### src/rtl/instruction_fetch_unit.sv
// rtl/instruction_fetch_unit.sv - program counter sequencer and valid/ready instruction presenter
// Optional single-step mode: define FETCH_SINGLE_STEP_EN to add stepEn/stepReq and STEP_WAIT.
module instruction_fetch_unit #(
    parameter int         ADDR_WIDTH  = 8,
    parameter int         INSTR_WIDTH = 16,
    parameter int         PROG_DEPTH  = 128,
    parameter logic [3:0] HALT_OPCODE = 4'b1110
) (
    input  logic                   clk,
    input  logic                   rst_n,
    input  logic                   start,
    input  logic [1:0]             programSelectIn,
    output logic [1:0]             programSelect,
    output logic [ADDR_WIDTH-1:0]  address,
    input  logic [INSTR_WIDTH-1:0] instruction,
    output logic [INSTR_WIDTH-1:0] instrOut,
    output logic                   instrValid,
    input  logic                   instrReady,
    output logic [ADDR_WIDTH-1:0]  pc,
    output logic                   busy,
    output logic                   halted,
    output logic                   overrun
`ifdef FETCH_SINGLE_STEP_EN
    ,
    input  logic                   stepEn,
    input  logic                   stepReq
`endif
);

    typedef enum logic [2:0] {
        ST_IDLE,
        ST_FETCH,
        ST_PRESENT,
        ST_HALT
`ifdef FETCH_SINGLE_STEP_EN
        ,
        ST_STEP_WAIT
`endif
    } state_t;

    localparam logic [ADDR_WIDTH-1:0] LAST_PC = ADDR_WIDTH'(PROG_DEPTH - 1);

    state_t                  state_q, state_d;
    logic [ADDR_WIDTH-1:0]   pc_q, pc_d;
    logic [1:0]              psel_q, psel_d;
    logic [INSTR_WIDTH-1:0]  instr_q, instr_d;
    logic                    valid_q, valid_d;
    logic                    overrun_q, overrun_d;
    logic                    is_halt_word;

    assign is_halt_word = (instr_q[INSTR_WIDTH-1 -: 4] == HALT_OPCODE);

    always_ff @(posedge clk or negedge rst_n) begin
        if (!rst_n) begin
            state_q   <= ST_IDLE;
            pc_q      <= '0;
            psel_q    <= '0;
            instr_q   <= '0;
            valid_q   <= 1'b0;
            overrun_q <= 1'b0;
        end else begin
            state_q   <= state_d;
            pc_q      <= pc_d;
            psel_q    <= psel_d;
            instr_q   <= instr_d;
            valid_q   <= valid_d;
            overrun_q <= overrun_d;
        end
    end

    always_comb begin
        state_d   = state_q;
        pc_d      = pc_q;
        psel_d    = psel_q;
        instr_d   = instr_q;
        valid_d   = valid_q;
        overrun_d = overrun_q;
        case (state_q)
            ST_IDLE, ST_HALT: begin
                if (start) begin
                    psel_d    = programSelectIn;
                    pc_d      = '0;
                    overrun_d = 1'b0;
                    state_d   = ST_FETCH;
                end
            end
            ST_FETCH: begin
                instr_d = instruction;
                valid_d = 1'b1;
                state_d = ST_PRESENT;
            end
            ST_PRESENT: begin
                if (instrReady) begin
                    valid_d = 1'b0;
                    if (is_halt_word) begin
                        state_d = ST_HALT;
                    end else if (pc_q == LAST_PC) begin
                        // Ran off the end of program space: stop without wrapping.
                        overrun_d = 1'b1;
                        state_d   = ST_HALT;
                    end else begin
                        pc_d    = pc_q + 1'b1;
                        state_d = ST_FETCH;
`ifdef FETCH_SINGLE_STEP_EN
                        if (stepEn) state_d = ST_STEP_WAIT;
`endif
                    end
                end
            end
`ifdef FETCH_SINGLE_STEP_EN
            ST_STEP_WAIT: begin
                if (stepReq) state_d = ST_FETCH;
            end
`endif
            default: state_d = ST_IDLE;
        endcase
    end

    assign programSelect = psel_q;
    assign address       = pc_q;
    assign pc            = pc_q;
    assign instrOut      = instr_q;
    assign instrValid    = valid_q;
    assign overrun       = overrun_q;
    assign halted        = (state_q == ST_HALT);
`ifdef FETCH_SINGLE_STEP_EN
    assign busy = (state_q == ST_FETCH) || (state_q == ST_PRESENT) || (state_q == ST_STEP_WAIT);
`else
    assign busy = (state_q == ST_FETCH) || (state_q == ST_PRESENT);
`endif

endmodule

### config.mk
export PLATFORM = sky130hd
export DESIGN_NAME = instruction_fetch_unit
export DESIGN_NICKNAME = d
export VERILOG_FILES = /design/src/rtl/instruction_fetch_unit.sv
export SDC_FILE = /design/constraint.sdc
export NUM_CORES = 1
export LEC_CHECK = 0
export CAP_MARGIN = 30
export CELL_PAD_IN_SITES_DETAIL_PLACEMENT = 1
export CELL_PAD_IN_SITES_GLOBAL_PLACEMENT = 1
export CORE_UTILIZATION = 34
export CTS_CLUSTER_SIZE = 30
export DETAILED_ROUTE_END_ITERATION = 6
export GPL_TIMING_DRIVEN = 0
export PLACE_DENSITY = 0.89
export SLEW_MARGIN = 20
export SYNTH_ARGS = -nofsm -noshare
export SYNTH_HDL_FRONTEND = slang
export SYNTH_SLANG_ARGS = --single-unit
export TNS_END_PERCENT = 5
### constraint.sdc
create_clock -name clk -period 3.5 [get_ports clk]
set_input_delay 0.525 -clock clk [delete_from_list [all_inputs] [get_ports clk]]
set_output_delay 0.525 -clock clk [all_outputs]
set_load 0.01 [all_outputs]
==> impl_results.md, run 1 <==
- Metal-1 WL: between 1.5 and 2 mm
- First-pass iteration count of the detailed router: 4
- WP data arrival: about 1.8 ns
- Crit Path Class: register to output port
- Fmax achieved: 427 MHz
- Syn Inst Count: between 100 and 150
- Final ANT Viol Nets: 0
- Skew final: 0.00544 ns
- CTS sink cnt: 30
- CTS tree: done
- Finished Cell Area: approximately 2200 um^2
- Area leader, netlist: dfrtp_1
- Mean Syn Cell Area: between 10 and 15 um^2
- Antenna violations before repair: 0
- Crit path launch: state_q[0]
- Setup TNS: 0 ns
- DR WL met3: approximately 330 um
- Share of flip-flops with an asynchronous set or reset: 100%
- P_leak: 0.936 nW
- Gr ovfl total: 0
- Root buf cell: clkbuf_8
- Post-Syn Area: roughly 1400 um^2
- CTS Buf Count: 5
- Final net count: 218
- Crit-path max FO: 5
- Clock tree buffer depth: 2
- Fin. max-slew vios: 0
- Finished Layout Cells: 242
- Share of cells above drive strength 1: approximately a fifth
- Number of synthesized register bits: 30
- Maxcap violations: 0
- YS warnings: 0
- Worst min-delay path class: primary input to async pin
- First-pass GRT wire length: about 7.2 mm
- Final hold vios: 0
- Ys flop type: dfrtp_1
- Slew Limit Headroom: about 45%
- Dpl cell area: between 2000 and 2500 um^2
- CTS Hold Bufs: 0
- # diodes: 0
- Largest net degree at the start of global routing: 31
- Reg2reg setup slack: about 1.3 ns
- Pwr Density: about 840 nW/um^2
- Total die area: roughly 4500 um^2
- Die height: 67.3 um
- Wire per inst: between 15 and 20 um
- Critical Path End: busy
- Area grow syn2layout: 52.4%
- I/O pin total: 60
- RSZ-0062 raised after global routing: false
- Max Used Layer: met4
- Iteration-0 DRC Markers: 66
- Endpoint type of the worst setup path: output port
- Port Buffers: 59
- Final Cycle Share: 66.9%
- Final count of negative-setup-slack endpoints: 0
- Dpl cells: approximately 230
- DP HPWL: roughly 3.0 mm
- Clock-pin transition on the worst setup and hold timing paths: ~0.07 ns
- # Post-CTS Setup Buffers: 0
- Startpoint Class: register
- Routed met2 length: between 2 and 2.5 mm
- Outcome: completed
- GRT Overall Usage: about 22%
- Clock latency on the worst-skew pair: ~0.28 ns
- FF-to-FF Start: state_q[0]
- Worst-Margin Slew: a little over 0.8 ns
- CTS HTree Levels: 2
- Synthesized Nets: about 150
- Peak VDD IR: 0.491 mV
- Post-synth EDFFs: 0
- Reg2Reg Depth: 7
- Commonest non-fill, non-tap cell in the layout: clkdlybuf4s50_1
- Most frequent cells in the layout: clkdlybuf4s50_1 (58), dfrtp_1 (30), mux2_2 (18), nand2_1 (10)
- Netlist cell types: 35
- Worst r2r dst: address[5]
- Via density per instance: roughly 5.2
- WP data required: 2.97 ns
- Seq/Total Area, Yosys: 51.9%
- Initial Util: between 30 and 40%
- Top cell type's share of synthesized area: 51.9%
- Core Rows: 23
- Min Clock Period, post-route: between 2 and 2.5 ns
- Die width: 67.3 um
- Total Wirelength: ~4.5 mm
- Final core area utilization: a little over half
- Vias in the first global route: roughly 1,400
- GPL Wtd Cong: 0.794
- Ranking of synthesized cells by area: dfrtp_1 (52%), mux2_2 (14%), ha_1 (4.3%)
- Vias: between 1,000 and 1,500
- Drt drc: 0
- CORE AREA: between 4000 and 5000 um^2
- Post-cts resize count: 0
[how the worst min path moves through the flow]
| stage | from | slack [ns] | to |
|---|---|---|---|
| final | rst_n | 0.29 | instrOut[12] |
| after global placement | programSelect[0] | 0.49 | programSelect[0] |
| after floorplan | rst_n | 0.23 | address[0] |
| after CTS | rst_n | 0.30 | instrOut[12] |
| after detailed placement | programSelect[1] | 0.50 | programSelect[1] |
| after global routing | rst_n | 0.33 | instrOut[12] |
[Yosys cell counts, types with 2 or more instances]
library cell,number
inv_1,4
ha_1,5
nand2_1,10
buf_4,8
nand4_1,2
a31oi_1,2
nor2_1,8
dfrtp_1,30
a21oi_1,4
nand3_1,3
nor3_1,4
nor4_1,2
o21ai_0,4
mux2_2,18
[through the flow]
step	hold WS [ns]	setup slack, ns	power [W]
CTS	0.297	1.14	0.00186
global placement	0.490	1.25	0.00144
finish	0.292	1.16	0.00185
detailed placement	0.497	1.18	0.00150
floorplan	0.229	1.47	0.00105
global route	0.330	1.03	0.00196
[worst max-delay path, stage by stage, from the launching register on]
cell and delay [ns]:
dfrtp_1 0.42, inv_1 0.07, ha_1 0.34, inv_1 0.13, clkdlybuf4s50_1 0.57
[layout make-up]
| type | instances | area [um^2] |
|---|---|---|
| clock buffers | 8 | 110 |
| multi-input cells | 80 | 609 |
| repair buffers | 59 | 586 |
| flip-flops and latches | 30 | 751 |
| inverters | 5 | 20.0 |
| well taps | 50 | 62.6 |
| fillers | 419 | 1850 |
| plain buffers | 10 | 67.6 |
[state kept, by name, summed over array words and instances, names as in the netlist]
register       flops
instrOut          16
programSelect      2
instrValid         1
state_q            2
overrun            1
address            8
[layer usage]
metal	track usage [%]	up-vias
li1	-	578
met3	8.11	7
met1	25.7	614
met4	9.04	0
met5	0	-
met2	37.3	52
[power by group]
group | switching (W) | internal (W) | total (W)
clock | 0.000142 | 0.000199 | 0.000341
sequential | 0.000105 | 0.000480 | 0.000585
combinational | 0.000433 | 0.000490 | 0.000923
[cell families (layout without fill, tap and decap cells)]
family / after synthesis / count (layout) / share of synthesized area, %
flip-flops: 30 / 30 / 51.9
buffers and inverters: 15 / 82 / 6.05
multiplexers: 19 / 19 / 14.7
AO/OA/AOI/OAI: 20 / 20 / 10.2
AND/OR/NAND/NOR: 36 / 36 / 12.9
adder cells (fa/ha/maj): 5 / 5 / 4.32
Power figures use the tool's default switching activity.
==> inputs of run 2 (changes only) <==
Settings changed: CORE_UTILIZATION 34 to 29, PLACE_DENSITY 0.89 to 0.82.
Clock period 3.5 ns to 2 ns, I/O delays scaled along.
==> run 2 against run 1 <==
Via count decreased by 1.1%. Die area increased by 17%. Clock power rose by 49%. Count of clock-buffer cells in the layout shrank 1. Core utilization fell by 7.1 points. Sequential share of layout area fell by 0.63 points. Register-to-register slack lost 1.3 ns. Sequential power rose by 70%. Critical path type is now register to register. Combinational power is 83% higher. Critical path depth rose by 3.
==> impl_results.md, run 2 (same netlist as run 1, synthesis figures left out) <==
- Outcome: completed
- Met3 usage: under 10%
- Startpoint Class: register
- Root buf cell: clkbuf_8
- CORE AREA: roughly 4800 um^2
- Gr busiest metal: met2
- Slew Limit Headroom: 53.0%
- Worst r2r dst: address[7]
- Iteration-0 DRC Markers: 53
- Reg2reg setup slack: 0.05 ns
- Initial Util: just over 30%
- RSZ-0062 raised after global routing: true
- Maxcap violations: 0
- WP data required: 2.22 ns
- PnR worst setup slack: around 0.046 ns
- Worst min-delay path class: primary input to async pin
- CTS HTree Levels: 2
- Min Clock Period, post-route: roughly 2.0 ns
- CTS Hold Bufs: 0
- Gr ovfl total: 0
- Total Wirelength: just under 4 mm
- # diodes: 0
- Pwr Density: about 1400 nW/um^2
- FF-to-FF Start: state_q[0]
- CTS tree: done
- Wire per inst: about 15 um
- Commonest non-fill, non-tap cell in the layout: clkdlybuf4s50_1
- Clock tree buffer depth: 2
- CTS sink cnt: 30
- Most frequent cells in the layout: clkdlybuf4s50_1 (57), dfrtp_1 (30), mux2_2 (18), nand2_1 (10), buf_4 (10)
- Share of cells above drive strength 1: a little under a quarter
- GRT Overall Usage: about 16%
- WP data arrival: between 2 and 2.5 ns
- Port Buffers: 59
- Antenna violations before repair: 0
- Total die area: approximately 5300 um^2
- P_leak: 0.938 nW
- Largest net degree at the start of global routing: 31
- Final net count: 219
- Vias: 1,237
- Setup Slack @ Placement: -0.194 ns
- Clock-pin transition on the worst setup and hold timing paths: 0.07 ns
- Peak VDD IR: between 0.6 and 0.7 mV
- Final ANT Viol Nets: 0
- Final Cycle Share: 97.7%
- First-pass iteration count of the detailed router: 4
- CTS Buf Count: 5
- Max reg flops: 16
- GPL Wtd Cong: 0.779
- Endpoint type of the worst setup path: register
- Crit-path max FO: 7
- Clock latency on the worst-skew pair: roughly 0.28 ns
- Reg2Reg Depth: 7
- Fin. max-slew vios: 0
- Finished Layout Cells: between 200 and 300
- Final hold vios: 0
- Layout fillers: ~540
- Fmax achieved: ~510 MHz
- Worst-Margin Slew: 0.705 ns
- Skew final: around 0.0027 ns
- Crit Path Class: register to register
- Dpl cells: 251
- First-pass GRT wire length: around 6.4 mm
- M2 GR Usage: between 20 and 30%
- I/O pin total: 60
- Core Rows: 25
- Vias in the first global route: 1,369
- DP HPWL: between 2 and 3 mm
- Area grow syn2layout: 55.2%
- Die height: around 73 um
- Met1 usage: about 17%
- Via density per instance: 4.76
- Drt drc: 0
- Die width: between 70 and 80 um
- Final count of negative-setup-slack endpoints: 0
run 2: how the worst max path moves through the flow:
stage	start	endpoint	slack (ns)	cells after the start
after detailed placement	state_q[0]	address[6]	-0.19	7
final	state_q[0]	address[7]	0.05	7
after global routing	state_q[0]	address[7]	-0.02	7
after global placement	state_q[0]	address[7]	-0.11	7
after CTS	state_q[0]	address[7]	-0.05	7
after floorplan	state_q[0]	address[7]	0.02	7
run 2: cell type report:
type / instances / area (um^2) / share of cell area (%)
buffer: 9 / 65.1 / 2.90
clock buffer: 7 / 86.3 / 3.84
inverter: 5 / 23.8 / 1.06
clock inverter: 1 / 5.00 / 0.223
sequential: 30 / 751 / 33.4
timing repair buffer: 61 / 599 / 26.7
tap: 67 / 83.8 / 3.73
multi-input combinational: 80 / 633 / 28.2
run 2: critical path: stages (launching register included):
cell and delay, ns:
dfrtp_1 0.41, inv_2 0.09, ha_4 0.22, inv_2 0.08, o22ai_4 0.10, or3_4 0.41
or4_1 0.51, nand2_1 0.08
run 2: repair_timing:
| item | in CTS | in global routing |
|---|---|---|
| pin swaps | 1 | 2 |
| endpoints found under the hold margin | 0 | 0 |
| setup buffers | 0 | 2 |
| gates resized for setup | 6 | 2 |
| setup endpoints to repair | 18 | 6 |
run 2: per-layer routing:
metal  share of wire (%)  routed length (um)  vias up
li1                    -                   -      581
met1                  40                1530      594
met2                  47                1830       57
met3                  12                 456        5
met4                0.91                  35        0
met5                   0                   0        -
run 2: per-stage QoR:
| stage | area, um^2 | util [%] | hold WS, ns | setup TNS, ns | power, W |
|---|---|---|---|---|---|
| 2_1_floorplan | 1450 | - | 0.00441 | 0 | 0.00185 |
| 3_3_place_gp | 2120 | 44.6 | 0.486 | -0.397 | 0.00255 |
| 3_5_place_dp | 2120 | 44.5 | 0.383 | -1.22 | 0.00261 |
| 4_1_cts | 2230 | 46.8 | 0.0814 | -0.0485 | 0.00316 |
| 5_1_grt | 2250 | 47.3 | 0.115 | -0.0196 | 0.00342 |
| 6_report | 2250 | 47.3 | 0.0648 | 0 | 0.00319 |
run 2: power by group:
part	internal (W)	switching (W)	total, W
registers	0.000840	0.000155	0.000995
clock network	0.000277	0.000230	0.000507
logic	0.000932	0.000757	0.00169
total	0.00205	0.00114	0.00319
==> inputs of run 3 (changes only) <==
Settings changed: REMOVE_ABC_BUFFERS set to 1.
==> run 3 against run 2 <==
Cell count decreased by 3.8%. Maximum frequency is 0.84% higher. Worst hold slack got worse by 0.00074 ns. Clock skew increased by 0.0032 ns. Clock power up 3%. Worst setup slack gained 0.016 ns. Global-route usage shrank 0.31 points. Sequential share of layout area grew 0.88 points. Sequential power hardly changed. Critical endpoint unchanged.
==> impl_results.md, run 3 (same netlist as run 1, synthesis figures left out) <==
- Worst min-delay path class: primary input to async pin
- Total die area: 5280 um^2
- Maxcap violations: 0
- Fin. max-slew vios: 0
- First-pass iteration count of the detailed router: 3
- Finished Layout Cells: 250
- Largest stage delay on the critical path: 0.52 ns
- Startpoint Class: register
- Area grow syn2layout: 51.5%
- Clock tree buffer depth: 2
- I/O pin total: 60
- Endpoint type of the worst setup path: register
- Drt drc: 0
- Clock-pin transition on the worst setup and hold timing paths: approximately 0.07 ns
- CP top delay family: simple AND/OR/NAND/NOR gates
- Skew final: 0.00587 ns
- Peak VDD IR: 0.796 mV
- Via density per instance: 4.83
- Slowest CP cell: or4_1
- Crit Path Class: register to register
- WP data arrival: 2.16 ns
- CTS HTree Levels: 2
- Final Cycle Share: a little over nine tenths
- DP HPWL: 2.59 mm
- Final hold vios: 0
- Fmax achieved: approximately 520 MHz
- CTS tree: done
- GRT Overall Usage: around 16%
- Setup Slack @ Placement: -0.171 ns
- Total Wirelength: approximately 3.6 mm
- Wire per inst: 14.5 um
- CTS Buf Count: 5
- Die height: around 73 um
- First-pass GRT wire length: between 6 and 7 mm
- Iteration-0 DRC Markers: 52
- Slew Limit Headroom: between 40% and 50%
- Die width: around 73 um
- Worst path bufs/invs: 1
- Final net count: between 200 and 250
- P_leak: 0.883 nW
- FF-to-FF Start: state_q[1]
- CTS sink cnt: 30
- Clock latency on the worst-skew pair: between 0.2 and 0.3 ns
- Vias in the first global route: ~1,300
- Outcome: completed
- Initial Util: a little under a third
- Pwr Density: approximately 1400 nW/um^2
- Most frequent cells in the layout: clkdlybuf4s50_1 (58), dfrtp_1 (29), mux2_2 (18), nand2_1 (10), nor2_1 (8)
- CORE AREA: ~4800 um^2
- Share of cells above drive strength 1: roughly a fifth
- Final count of negative-setup-slack endpoints: 0
- Min Clock Period, post-route: ~1.9 ns
- Gr ovfl total: 0
- Crit path launch: state_q[1]
- Commonest non-fill, non-tap cell in the layout: clkdlybuf4s50_1
- WP data required: roughly 2.2 ns
- Core Rows: 25
- Port Buffers: a little under 60
- CTS Hold Bufs: 0
- PnR worst setup slack: 0.0623 ns
- Final ANT Viol Nets: 0
- Dpl cells: roughly 240
- Largest net degree at the start of global routing: 31
- RSZ-0062 raised after global routing: true
- Cell Chain, Critical Path: ha_4, clkinv_4, nor2_1, or3_4, or4_1, nand2_1
- Root buf cell: clkbuf_8
- Max reg flops: 16
- Crit-path max FO: 8
- Worst-Margin Slew: between 0.8 and 0.9 ns
- GPL Wtd Cong: 0.730
- Antenna violations before repair: 0
- Vias: between 1,000 and 1,500
- # diodes: 0
- Power Total: between 0.003 and 0.004 W
## run 3: cell types whose count changed in the layout (fill, tap and decap cells not counted), sizes merged
cell / before / now
clkbuf: 7 / 6
dlygate4sd2: 1 / 0
clkdlybuf4s50: 57 / 58
buf: 12 / 2
clkinvlp: 0 / 1
## run 3: final cells by class
cell class	instances	area, um^2
sequential	30	752
clock buffer	6	82.6
inverter	5	23.8
tap	67	83.8
clock inverter	2	12.5
multi-input combinational	80	646
timing repair buffer	60	593
fill	528	2560
## run 3: timing repair
action / CTS / global route
endpoints found under the setup margin: 10 / 2
pin swaps: 0 / 1
gates resized for setup: 7 / 2
setup buffers: 1 / 0
## run 3: through the flow
stage	instance area, um^2	TNS [ns]	utilization [%]	hold slack (ns)
after floorplan	1380	-0.0336	-	0.00441
after global placement	2050	-0.385	43.2	0.489
after detailed placement	2050	-0.663	43.1	0.389
after CTS	2180	0	45.9	0.0788
after global routing	2190	-0.0110	46.1	0.110
final	2190	0	46.1	0.0641
## run 3: power by group
part	internal, W	switching [W]	leakage [nW]
combinational	0.000901	0.000742	0.467
clock	0.000276	0.000247	0.0472
sequential	0.000841	0.000153	0.368
total	0.00202	0.00114	0.883
## run 3: layer usage
| metal | global-route usage (%) | wire length (um) | up-vias |
|---|---|---|---|
| met5 | 0 | 0 | - |
| met4 | 6.54 | 40 | 0 |
| met3 | 8.15 | 388 | 4 |
| met1 | 18.9 | 1560 | 594 |
| li1 | - | - | 560 |
| met2 | 23.7 | 1630 | 50 |
## run 3: final timing paths
| kind | endpoint | slack (ns) | cells past startpoint |
|---|---|---|---|
| min in group clk | instrOut[3] | 0.51 | 1 |
| max in group asynchronous | state_q[1] | 1.45 | 1 |
| min reg2reg | instrOut[3] | 0.51 | 1 |
| max | address[7] | 0.06 | 6 |
| min | instrOut[8] | 0.06 | 1 |
| max reg2reg | address[7] | 0.06 | 6 |
